===== src/rtl/tt_event_pkg.sv =====
`default_nettype none
// ============================================================================
// Package     : tt_event_pkg
// Description : Shared constants and channel helpers for tag-time event
//               streams. Channels are signed: +1..+18 rising edge,
//               -1..-18 falling edge. Enable-mask layout: bit c-1 enables
//               rising channel c, bit 17+c enables falling channel -c.
// Revision    : 1.0 - initial release
// ============================================================================
package tt_event_pkg;

  localparam int NUM_CHANNELS = 18;
  localparam int MASK_WIDTH   = 36;
  localparam int CHAN_WIDTH   = 6;
  localparam int TIME_WIDTH   = 64;

  // A channel is valid when 1 <= |ch| <= NUM_CHANNELS. Zero and anything
  // beyond the physical channel count are rejected.
  function automatic logic chan_is_valid(input logic signed [CHAN_WIDTH-1:0] ch);
    return (ch != 6'sd0) && (ch >= -6'sd18) && (ch <= 6'sd18);
  endfunction

  // Bit index into the enable mask for a channel. Invalid channels map to
  // bit 0; callers must gate the result with chan_is_valid().
  function automatic logic [5:0] chan_to_mask_bit(input logic signed [CHAN_WIDTH-1:0] ch);
    logic signed [CHAN_WIDTH-1:0] neg;
    if (!chan_is_valid(ch)) begin
      return 6'd0;
    end
    if (ch > 6'sd0) begin
      return $unsigned(ch) - 6'd1;
    end
    neg = -ch;
    return 6'd17 + $unsigned(neg);
  endfunction

endpackage : tt_event_pkg
`default_nettype wire


===== src/rtl/lane_compactor.sv =====
`default_nettype none
// ============================================================================
// Module      : lane_compactor
// Description : One register stage that packs kept lanes into the low lanes
//               of the output word, preserving their relative order. Unused
//               output lanes carry zero data and a zero keep bit.
// Revision    : 1.0 - initial release
// Ports       : clk, rst        - clock, async active-high reset
//               in_keep         - per-lane keep vector
//               in_tagtime      - lane tag times (TIME_WIDTH per lane)
//               in_channel      - lane channels (CHAN_WIDTH per lane)
//               out_valid       - at least one lane kept
//               out_tagtime     - compacted tag times
//               out_channel     - compacted channels
//               out_keep        - thermometer code, lanes 0..count-1 set
//               out_count       - number of kept lanes
// ============================================================================
module lane_compactor
  import tt_event_pkg::*;
#(
  parameter int WORD_WIDTH = 4
) (
  input  logic                               clk,
  input  logic                               rst,
  input  logic [WORD_WIDTH-1:0]              in_keep,
  input  logic [TIME_WIDTH*WORD_WIDTH-1:0]   in_tagtime,
  input  logic [CHAN_WIDTH*WORD_WIDTH-1:0]   in_channel,
  output logic                               out_valid,
  output logic [TIME_WIDTH*WORD_WIDTH-1:0]   out_tagtime,
  output logic [CHAN_WIDTH*WORD_WIDTH-1:0]   out_channel,
  output logic [WORD_WIDTH-1:0]              out_keep,
  output logic [$clog2(WORD_WIDTH+1)-1:0]    out_count
);

  localparam int KW = $clog2(WORD_WIDTH + 1);

  logic                             valid_d,   valid_q;
  logic [TIME_WIDTH*WORD_WIDTH-1:0] tagtime_d, tagtime_q;
  logic [CHAN_WIDTH*WORD_WIDTH-1:0] channel_d, channel_q;
  logic [WORD_WIDTH-1:0]            keep_d,    keep_q;
  logic [KW-1:0]                    count_d,   count_q;

  // Walking count doubles as the destination lane: each kept lane lands at
  // the number of kept lanes below it.
  always_comb begin
    tagtime_d = '0;
    channel_d = '0;
    count_d   = '0;
    keep_d    = '0;
    for (int i = 0; i < WORD_WIDTH; i++) begin
      if (in_keep[i]) begin
        tagtime_d[int'(count_d)*TIME_WIDTH +: TIME_WIDTH] = in_tagtime[i*TIME_WIDTH +: TIME_WIDTH];
        channel_d[int'(count_d)*CHAN_WIDTH +: CHAN_WIDTH] = in_channel[i*CHAN_WIDTH +: CHAN_WIDTH];
        count_d = count_d + KW'(1);
      end
    end
    for (int j = 0; j < WORD_WIDTH; j++) begin
      keep_d[j] = (KW'(j) < count_d);
    end
    valid_d = |in_keep;
  end

  always_ff @(posedge clk or posedge rst) begin
    if (rst) begin
      valid_q   <= 1'b0;
      tagtime_q <= '0;
      channel_q <= '0;
      keep_q    <= '0;
      count_q   <= '0;
    end else begin
      valid_q   <= valid_d;
      tagtime_q <= tagtime_d;
      channel_q <= channel_d;
      keep_q    <= keep_d;
      count_q   <= count_d;
    end
  end

  assign out_valid   = valid_q;
  assign out_tagtime = tagtime_q;
  assign out_channel = channel_q;
  assign out_keep    = keep_q;
  assign out_count   = count_q;

endmodule : lane_compactor
`default_nettype wire


===== src/rtl/tag_channel_filter.sv =====
`default_nettype none
// ============================================================================
// Module      : tag_channel_filter
// Description : Two-stage stream filter. Stage 1 drops events on disabled or
//               invalid channels; stage 2 compacts survivors into the low
//               lanes and suppresses empty words. Saturating pass/drop
//               counters and a sticky overflow flag expose the filtered rate.
// Revision    : 1.0 - initial release
// Ports       : clk, rst           - clock, async active-high reset
//               s_axis_*           - input stream (tready tied to 1)
//               m_axis_*           - output stream (tready expected high)
//               chan_enable        - runtime per-channel/edge enable mask
//               cnt_clear          - pulse: clear counters and overflow
//               passed_count       - events forwarded
//               dropped_count      - events masked, invalid or lost
//               overflow           - sticky: valid word seen with tready=0
// ============================================================================
module tag_channel_filter
  import tt_event_pkg::*;
#(
  parameter int WORD_WIDTH = 4,
  parameter int CNT_WIDTH  = 32
) (
  input  logic                                   clk,
  input  logic                                   rst,
  input  logic                                   s_axis_tvalid,
  output logic                                   s_axis_tready,
  input  logic [TIME_WIDTH*WORD_WIDTH-1:0]       s_axis_tagtime,
  input  logic signed [CHAN_WIDTH*WORD_WIDTH-1:0] s_axis_channel,
  input  logic [WORD_WIDTH-1:0]                  s_axis_tkeep,
  output logic                                   m_axis_tvalid,
  input  logic                                   m_axis_tready,
  output logic [TIME_WIDTH*WORD_WIDTH-1:0]       m_axis_tagtime,
  output logic signed [CHAN_WIDTH*WORD_WIDTH-1:0] m_axis_channel,
  output logic [WORD_WIDTH-1:0]                  m_axis_tkeep,
  input  logic [MASK_WIDTH-1:0]                  chan_enable,
  input  logic                                   cnt_clear,
  output logic [CNT_WIDTH-1:0]                   passed_count,
  output logic [CNT_WIDTH-1:0]                   dropped_count,
  output logic                                   overflow
);

  localparam int KW    = $clog2(WORD_WIDTH + 1);
  // One cycle can add n_drop plus a discarded word's n_keep to dropped_count.
  localparam int INC_W = $clog2(2 * WORD_WIDTH + 1);
  localparam int SUM_W = ((CNT_WIDTH > INC_W) ? CNT_WIDTH : INC_W) + 1;
  localparam logic [CNT_WIDTH-1:0] CNT_MAX = {CNT_WIDTH{1'b1}};

  assign s_axis_tready = 1'b1;

  // ---------------------------------------------------------------- stage 1
  logic [WORD_WIDTH-1:0]            s1_keep_d,    s1_keep_q;
  logic [KW-1:0]                    s1_ndrop_d,   s1_ndrop_q;
  logic [TIME_WIDTH*WORD_WIDTH-1:0] s1_tagtime_d, s1_tagtime_q;
  logic [CHAN_WIDTH*WORD_WIDTH-1:0] s1_channel_d, s1_channel_q;

  always_comb begin
    logic signed [CHAN_WIDTH-1:0] lane_ch;
    lane_ch      = '0;
    s1_keep_d    = '0;
    s1_ndrop_d   = '0;
    s1_tagtime_d = s_axis_tagtime;
    s1_channel_d = s_axis_channel;
    for (int i = 0; i < WORD_WIDTH; i++) begin
      lane_ch = s_axis_channel[i*CHAN_WIDTH +: CHAN_WIDTH];
      // Mask is applied in the same cycle as the word; no extra delay.
      s1_keep_d[i] = s_axis_tvalid & s_axis_tkeep[i] & chan_is_valid(lane_ch)
                   & chan_enable[chan_to_mask_bit(lane_ch)];
      if (s_axis_tvalid && s_axis_tkeep[i] && !s1_keep_d[i]) begin
        s1_ndrop_d = s1_ndrop_d + KW'(1);
      end
    end
  end

  always_ff @(posedge clk or posedge rst) begin
    if (rst) begin
      s1_keep_q    <= '0;
      s1_ndrop_q   <= '0;
      s1_tagtime_q <= '0;
      s1_channel_q <= '0;
    end else begin
      s1_keep_q    <= s1_keep_d;
      s1_ndrop_q   <= s1_ndrop_d;
      s1_tagtime_q <= s1_tagtime_d;
      s1_channel_q <= s1_channel_d;
    end
  end

  // ---------------------------------------------------------------- stage 2
  logic [KW-1:0] n_keep;
  logic [KW-1:0] s2_ndrop_d, s2_ndrop_q;
  logic [CHAN_WIDTH*WORD_WIDTH-1:0] comp_channel;

  lane_compactor #(
    .WORD_WIDTH (WORD_WIDTH)
  ) u_compactor (
    .clk         (clk),
    .rst         (rst),
    .in_keep     (s1_keep_q),
    .in_tagtime  (s1_tagtime_q),
    .in_channel  (s1_channel_q),
    .out_valid   (m_axis_tvalid),
    .out_tagtime (m_axis_tagtime),
    .out_channel (comp_channel),
    .out_keep    (m_axis_tkeep),
    .out_count   (n_keep)
  );

  assign m_axis_channel = comp_channel;

  // Drop count travels alongside the compacted word so both counters
  // update in the cycle the word is presented downstream.
  always_comb begin
    s2_ndrop_d = s1_ndrop_q;
  end

  always_ff @(posedge clk or posedge rst) begin
    if (rst) begin
      s2_ndrop_q <= '0;
    end else begin
      s2_ndrop_q <= s2_ndrop_d;
    end
  end

  // -------------------------------------------------------------- counters
  logic [CNT_WIDTH-1:0] passed_d,   passed_q;
  logic [CNT_WIDTH-1:0] dropped_d,  dropped_q;
  logic                 overflow_d, overflow_q;

  always_comb begin
    logic             accepted;
    logic             discarded;
    logic [INC_W-1:0] pass_inc;
    logic [INC_W-1:0] drop_inc;
    logic [SUM_W-1:0] pass_sum;
    logic [SUM_W-1:0] drop_sum;

    accepted  = m_axis_tvalid & m_axis_tready;
    // No stall path: a refused word is lost and its events become drops.
    discarded = m_axis_tvalid & ~m_axis_tready;
    pass_inc  = accepted ? INC_W'(n_keep) : '0;
    drop_inc  = INC_W'(s2_ndrop_q) + (discarded ? INC_W'(n_keep) : INC_W'(0));
    pass_sum  = SUM_W'(passed_q) + SUM_W'(pass_inc);
    drop_sum  = SUM_W'(dropped_q) + SUM_W'(drop_inc);

    passed_d   = (pass_sum > SUM_W'(CNT_MAX)) ? CNT_MAX : CNT_WIDTH'(pass_sum);
    dropped_d  = (drop_sum > SUM_W'(CNT_MAX)) ? CNT_MAX : CNT_WIDTH'(drop_sum);
    overflow_d = overflow_q | discarded;

    // Clear wins over any same-cycle increment.
    if (cnt_clear) begin
      passed_d   = '0;
      dropped_d  = '0;
      overflow_d = 1'b0;
    end
  end

  always_ff @(posedge clk or posedge rst) begin
    if (rst) begin
      passed_q   <= '0;
      dropped_q  <= '0;
      overflow_q <= 1'b0;
    end else begin
      passed_q   <= passed_d;
      dropped_q  <= dropped_d;
      overflow_q <= overflow_d;
    end
  end

  assign passed_count  = passed_q;
  assign dropped_count = dropped_q;
  assign overflow      = overflow_q;

endmodule : tag_channel_filter
`default_nettype wire


===== config.mk =====
export PLATFORM = sky130hd
export DESIGN_NAME = tag_channel_filter
export DESIGN_NICKNAME = d
export VERILOG_FILES = /design/src/rtl/tt_event_pkg.sv /design/src/rtl/lane_compactor.sv /design/src/rtl/tag_channel_filter.sv
export SDC_FILE = /design/constraint.sdc
export NUM_CORES = 1
export LEC_CHECK = 0
export BUFFER_PORTS_ARGS = -buffer_cell sky130_fd_sc_hd__buf_2
export CORE_AREA = 2 2 262 264
export CTS_CLUSTER_DIAMETER = 60
export DETAILED_ROUTE_END_ITERATION = 10
export DIE_AREA = 0 0 264 266
export PLACE_DENSITY = 0.67
export SKIP_LAST_GASP = 1
export SYNTH_ARGS = -nofsm -noshare
export SYNTH_HDL_FRONTEND = slang
export SYNTH_SLANG_ARGS = --single-unit

===== constraint.sdc =====
create_clock -name clk -period 24.5 [get_ports clk]
set_input_delay 1.225 -clock clk [delete_from_list [all_inputs] [get_ports clk]]
set_output_delay 1.225 -clock clk [all_outputs]
set_load 0.02 [all_outputs]

==> impl_metrics.toml, run 1 <==
[route]
drcViolationCount = 0
wl_per_cell_um = 24.67
drtIter0Drc = 2521
wirelength_um = 96620
ant_nets = 0
vias = 21795
first_pass_iters = 6
routed_via_density = 5.566

[logic_synthesis]
dominantRegCellSynth = "dfrtp_1"
synth-xor-area-share_pct = 2.423
synth_cell_types = 84
ys_async_sr_fraction_pct = 100.0
yosys.cell_count.top_type = "dfrtp_1"
synth_cells = 2327
synth_top_family_by_area = "compound AO/OA/AOI/OAI gates"
syn_area_sq_mm = 0.02634
synth_largest_area_cell = "dfrtp_1"
ys_seq_elements = 642
synthMuxAreaShare_pct = 2.522
avgSynthCellArea_sq_um = 11.32
synth_compound_area_share_pct = 17.25
yosysWarnings = 0
synth_edf_count = 0
synthAdderAreaFrac_pct = 2.480
synth_common_cells = "642 x dfrtp_1, 222 x nand2_1, 187 x o21ai_0"
syn-num-nets = 2700
yosysSeqAreaShare_pct = 60.99
yosysTopAreaCellShare_pct = 60.99
yosys.area_share.simple_pct = 11.54
synth_area_leaders = "dfrtp_1 61%, a22oi_1 3.9%, o21ai_0 3.6%"

[setup_path]
end_kind = "register"
cp_max_fo = 44
start_kind = "register"
required_ns = 24.98
path_class = "reg2reg"
arrival_ns = 6.50

[die]
ios = 676
die_w_um = 264
fp.dieH_um = 266
core_sq_mm = 0.06775
rows = 96
initial_core_util_pct = 38.88
dieArea_sq_mm = 0.07022

[global_route]
grt.total_usage_pct = 26.58
grt_pass1_wl_um = 139200
met3_usage_pct = 6.645
grt_pass1_vias = 20641
grt_busiest_layer = "met2"
grt_max_degree = 171
grt.overflow.total = 0
antenna_found_initial = 28
met2_usage_pct = 41.59
grtUsageMet1_pct = 35.62

[clock_network]
cts_setup_buffers = 0
cts_buffer_depth = 3
cts.sinks = 642
cts_made_buffers = 73
cts_tree = "built"
hold_buffers = 0
clk_pin_slew_worst_paths_ns = 0.06
ctsResizeCount = 0
root_buffer = "clkbuf_16"
worstSkewPairLatency_ns = 0.65
cts-htree-levels = 3

[final_layout]
syn2layout_area_growth_pct = 25.45
fillers = 6120
design_area_sq_mm = 0.03304
final_util_pct = 48.77
drive_gt1_share_pct = 28.72
nets = 3334

[place]
routabilityCongestion = 0.9561
placed_area_sq_mm = 0.03053
io_buffers = 674
dp_hpwl_um = 67390

[timing]
relSlewSlack_pct = 16.94
setup_viol = 0
final.setup_skew_ns = 0.07030
period_minus_slack_ns = 6.017
fin_hold_ws_ns = 0.3493
rsz0062_at_grt = "no"
fin_tns_setup_ns = 0
worst_pin_slew_ns = 1.242
fmax_ghz = 0.1662
finalMaxSlewViolations = 0
hold_violations = 0
post-route-period-util_pct = 24.56

[power_and_ir_drop]
ir_worst_vdd_v = 0.00004910
leakagePower_nw = 16.20
powerDensity_mw_per_mm2 = 75.20

[job]
maxCapViolCount = 0

[worst_hold_path]
hp-class = "reg2reg"

[run_status]
status = "complete, no violations"
## sequential cells by signal, summed over array words and instances (netlist names), 4 cells and up
register and cells:
u_compactor.out_channel 24, s1_channel_q 24, s1_keep_q 4, s1_tagtime_q 256
u_compactor.out_tagtime 256, passed_count 32, dropped_count 32
## power breakdown
part | switching (mW) | total, mW | internal, mW | leakage [nW]
clock network | 0.459 | 1.10 | 0.638 | 1.20
logic | 0.166 | 0.251 | 0.0851 | 6.71
registers | 0.0331 | 1.14 | 1.10 | 8.28
## layer usage
| metal | share of wire [%] | wire length, um | up-vias |
|---|---|---|---|
| met5 | 0.16 | 159 | - |
| met3 | 9.3 | 9024 | 223 |
| met2 | 47 | 45480 | 1179 |
| met1 | 40 | 38680 | 10787 |
| met4 | 3.4 | 3276 | 24 |
| li1 | - | - | 9582 |
## cell families after synthesis
group                    Yosys count
AO/OA/AOI/OAI                    698
XOR/XNOR                          72
adder cells (fa/ha/maj)           48
buffers and inverters            187
flip-flops                       642
multiplexers                      51
other                              1
AND/OR/NAND/NOR                  628
## final timing paths
path,endpoint,start,slack (ns),cells after the start
max,u_compactor.out_channel[5]$_DFF_PP0_,s1_keep_q[0]$_DFF_PP0_,18.48,14
min,s2_ndrop_q[0]$_DFF_PP0_,s1_ndrop_q[0]$_DFF_PP0_,0.35,0
max reg2reg,u_compactor.out_channel[5]$_DFF_PP0_,s1_keep_q[0]$_DFF_PP0_,18.48,14
min reg2reg,s2_ndrop_q[0]$_DFF_PP0_,s1_ndrop_q[0]$_DFF_PP0_,0.35,0
max in group asynchronous,s1_tagtime_q[243]$_DFF_PP0_,rst,20.61,5
min in group asynchronous,u_compactor.out_tagtime[204]$_DFF_PP0_,rst,0.74,2
## critical path: stages (launching register included)
cell and delay (ns):
dfrtp_4 0.75, buf_4 0.66, inv_1 0.29, fa_1 0.59, buf_4 0.26, inv_1 0.16
ha_1 0.29, fa_1 0.44, xor2_1 0.61, nand3_1 0.65, or3_1 0.61, nor2_1 0.12
a31oi_1 0.10, a211oi_1 0.25, a21oi_1 0.07
## cells in the final DEF (no fill, tap or decap), types with 6 or more instances in the layout
cell       count
buf_2        674
dfrtp_1      641
nand2_1      222
o21ai_0      187
a21oi_1      168
a22oi_1      136
nor2_1       126
and2_1        79
clkbuf_16     73
a22o_1        66
nand3_1       50
inv_1         46
ha_1          41
xor2_1        39
xnor2_1       32
nor3_1        31
mux2i_1       30
buf_4         22
diode_2       19
nor2b_1       18
and3_1        18
nand4_1       15
a211oi_1      14
o22ai_1       14
a31oi_1       14
clkbuf_1      14
nor3b_1       12
clkbuf_8      12
clkinv_2      12
nand2b_1      11
mux4_2        11
o211ai_1      10
a221oi_1       9
mux2_2         8
fa_1           7
or3_1          6
a41oi_1        6
or2_2          6
## cell type report
cell class | count | area [sq um] | area share [%]
flip-flops and latches | 642 | 16070 | 48.63
multi-input cells | 1498 | 9610 | 29.09
repair buffers | 697 | 3558 | 10.77
clock buffers | 99 | 2044 | 6.188
well taps | 882 | 1104 | 3.340
clock inverters | 30 | 416.7 | 1.261
inverters | 49 | 191.4 | 0.5794
diodes | 19 | 47.55 | 0.1439
## through the flow
| step | instances | worst slack (ns) | total power, mW |
|---|---|---|---|
| 2_1_floorplan | 2327 | 5.289 | 1.294 |
| 3_3_place_gp | 3768 | 18.71 | 1.403 |
| 6_report | 3916 | 18.48 | 2.485 |
| 5_1_grt | 3907 | 18.18 | 2.575 |
| 4_1_cts | 3897 | 18.56 | 2.502 |
| 3_5_place_dp | 3768 | 18.63 | 1.404 |
Note: power is estimated with default switching activity, not from simulation.
==> run 2: changes to the inputs <==
CORE_AREA = 2 2 259 261   (was 2 2 262 264)
DIE_AREA = 0 0 261 263   (was 0 0 264 266)
PLACE_DENSITY = 0.71   (was 0.67)
clock period = 5.3 ns   (was 24.5 ns; I/O delays follow)
==> impl_metrics.toml, run 2 (synthesis gave the netlist of run 1 again) <==
[final_layout]
mostFrequentLayoutCells = "674 x buf_2, 641 x dfrtp_1, 284 x dlygate4sd3_1"
syn2layout_area_growth_pct = 37.31
final_common_cell = "buf_2"
design_area_sq_mm = 0.03617
nets = 3634
drive_gt1_share_pct = 27.00
final_util_pct = 55.11

[die]
dieArea_sq_mm = 0.06864
rows = 94
initial_core_util_pct = 40.13
fp.dieH_um = 263
core_sq_mm = 0.06563
ios = 676
die_w_um = 261

[timing]
relSlewSlack_pct = 17.90
final.setup_skew_ns = 0.07220
finalMaxSlewViolations = 0
post-route-period-util_pct = 94.98
period_minus_slack_ns = 5.034
setup_viol = 0
fin_hold_ws_ns = 0.07226
hold_violations = 0
rsz0062_at_grt = "no"
fmax_ghz = 0.1986
worst_pin_slew_ns = 1.232

[power_and_ir_drop]
leakagePower_nw = 17.54
powerDensity_mw_per_mm2 = 327.4
p_total_mw = 11.84
ir_worst_vdd_v = 0.0002242

[global_route]
grt_pass1_wl_um = 146800
grt_max_degree = 193
grt_pass1_vias = 23252
grt.total_usage_pct = 28.54
grt.overflow.total = 0
antenna_found_initial = 16

[clock_network]
cts_tree = "built"
root_buffer = "clkbuf_16"
worstSkewPairLatency_ns = 0.64
cts_setup_buffers = 0
clk_pin_slew_worst_paths_ns = 0.05
cts.sinks = 642
cts-htree-levels = 3
cts_buffer_depth = 3
cts_made_buffers = 71

[setup_path]
required_ns = 5.79
path_class = "in2reg"
end_kind = "register"
cp_top_family = "buffers and inverters"
crit_top_cell = "ha_1"
r2r_start = "s1_keep_q[0]$_DFF_PP0_"
crit_buf_inv = 4
cp_cell_sequence = "dlygate4sd3_1, buf_2, inv_1, ha_1, nor4b_2, nor2_1, o21ai_1, a21oi_4, mux4_2, mux4_2, o22ai_2, nor2b_1, ha_1, xor2_2, ha_1, o2111ai_1, dlygate4sd3_1, xor2_1"
cp_slowest_stage_delay_ns = 0.61
start_kind = "input port"
cp_max_fo = 11
slowest_stage = "dlygate4sd3_1"
arrival_ns = 5.53
startpoint = "s_axis_channel[0]"

[place]
placed_area_sq_mm = 0.03073
dp_hpwl_um = 68340
routabilityCongestion = 0.9344
io_buffers = 674

[route]
ant_nets = 0
vias = 23477
drcViolationCount = 0
wirelength_um = 100800
routed_via_density = 5.592
drtIter0Drc = 2666
wl_per_cell_um = 24.02
first_pass_iters = 6

[worst_hold_path]
hp-class = "in2reg"
min-delay-start = "s_axis_tkeep[2]"

[run_status]
status = "complete, no violations"

[job]
maxCapViolCount = 0
[run 2: metrics by stage]
step	cells	setup slack (ns)	TNS, ns
after global placement	3768	0.6169	0
after CTS	4182	0.1957	0
after detailed placement	3768	0.5610	0
after floorplan	2327	-3.736	-2398.32
final	4198	0.2658	0
after global routing	4193	0.004145	0
[run 2: layout make-up]
class                           count  area [sq um]
Clock buffer                       91          1992
Tap cell                          864          1081
Fill cell                        5430         29460
Sequential cell                   642         16070
Inverter                           49         187.7
Multi-Input combinational cell   1498          9637
Timing Repair Buffer              999          6624
Antenna cell                       16         40.04
Clock inverter                     39         536.8
[run 2: report_power, final]
group	switching (mW)	internal [mW]	leakage, nW
Combinational	0.826	0.542	8.01
Sequential	0.148	5.10	8.28
Clock	2.16	3.07	1.24
[run 2: tightest hold or removal path: stages]
cell     delay (ns)
buf_2          0.12
nand2_1        0.13
nor2_1         0.08
[run 2: path summary, 6_finish.rpt]
check | endpoint | slack [ns] | depth (start not counted)
setup reg to reg | u_compactor.out_channel[10]$_DFF_PP0_ | 1.27 | 15
setup / recovery | s1_ndrop_q[2]$_DFF_PP0_ | 0.27 | 18
hold reg to reg | s2_ndrop_q[2]$_DFF_PP0_ | 0.35 | 0
max in group asynchronous | s1_tagtime_q[7]$_DFF_PP0_ | 3.52 | 5
hold / removal | s1_keep_q[2]$_DFF_PP0_ | 0.07 | 3
min in group asynchronous | dropped_count[3]$_DFF_PP0_ | 0.30 | 3
[run 2: layer usage]
layer | global-route usage (%) | vias to the layer above | share of wire, %
li1 | - | 10173 | -
met5 | 0 | - | 0.060
met1 | 36.76 | 11528 | 39
met3 | 6.682 | 336 | 9.2
met2 | 44.76 | 1430 | 46
met4 | 15.02 | 10 | 5.5
[run 2: repair_timing]
item / CTS / global route
resized for setup: 0 / 5
endpoints found under the hold margin: 293 / 0
setup endpoints to repair: 0 / 1
hold buffers: 284 / 0
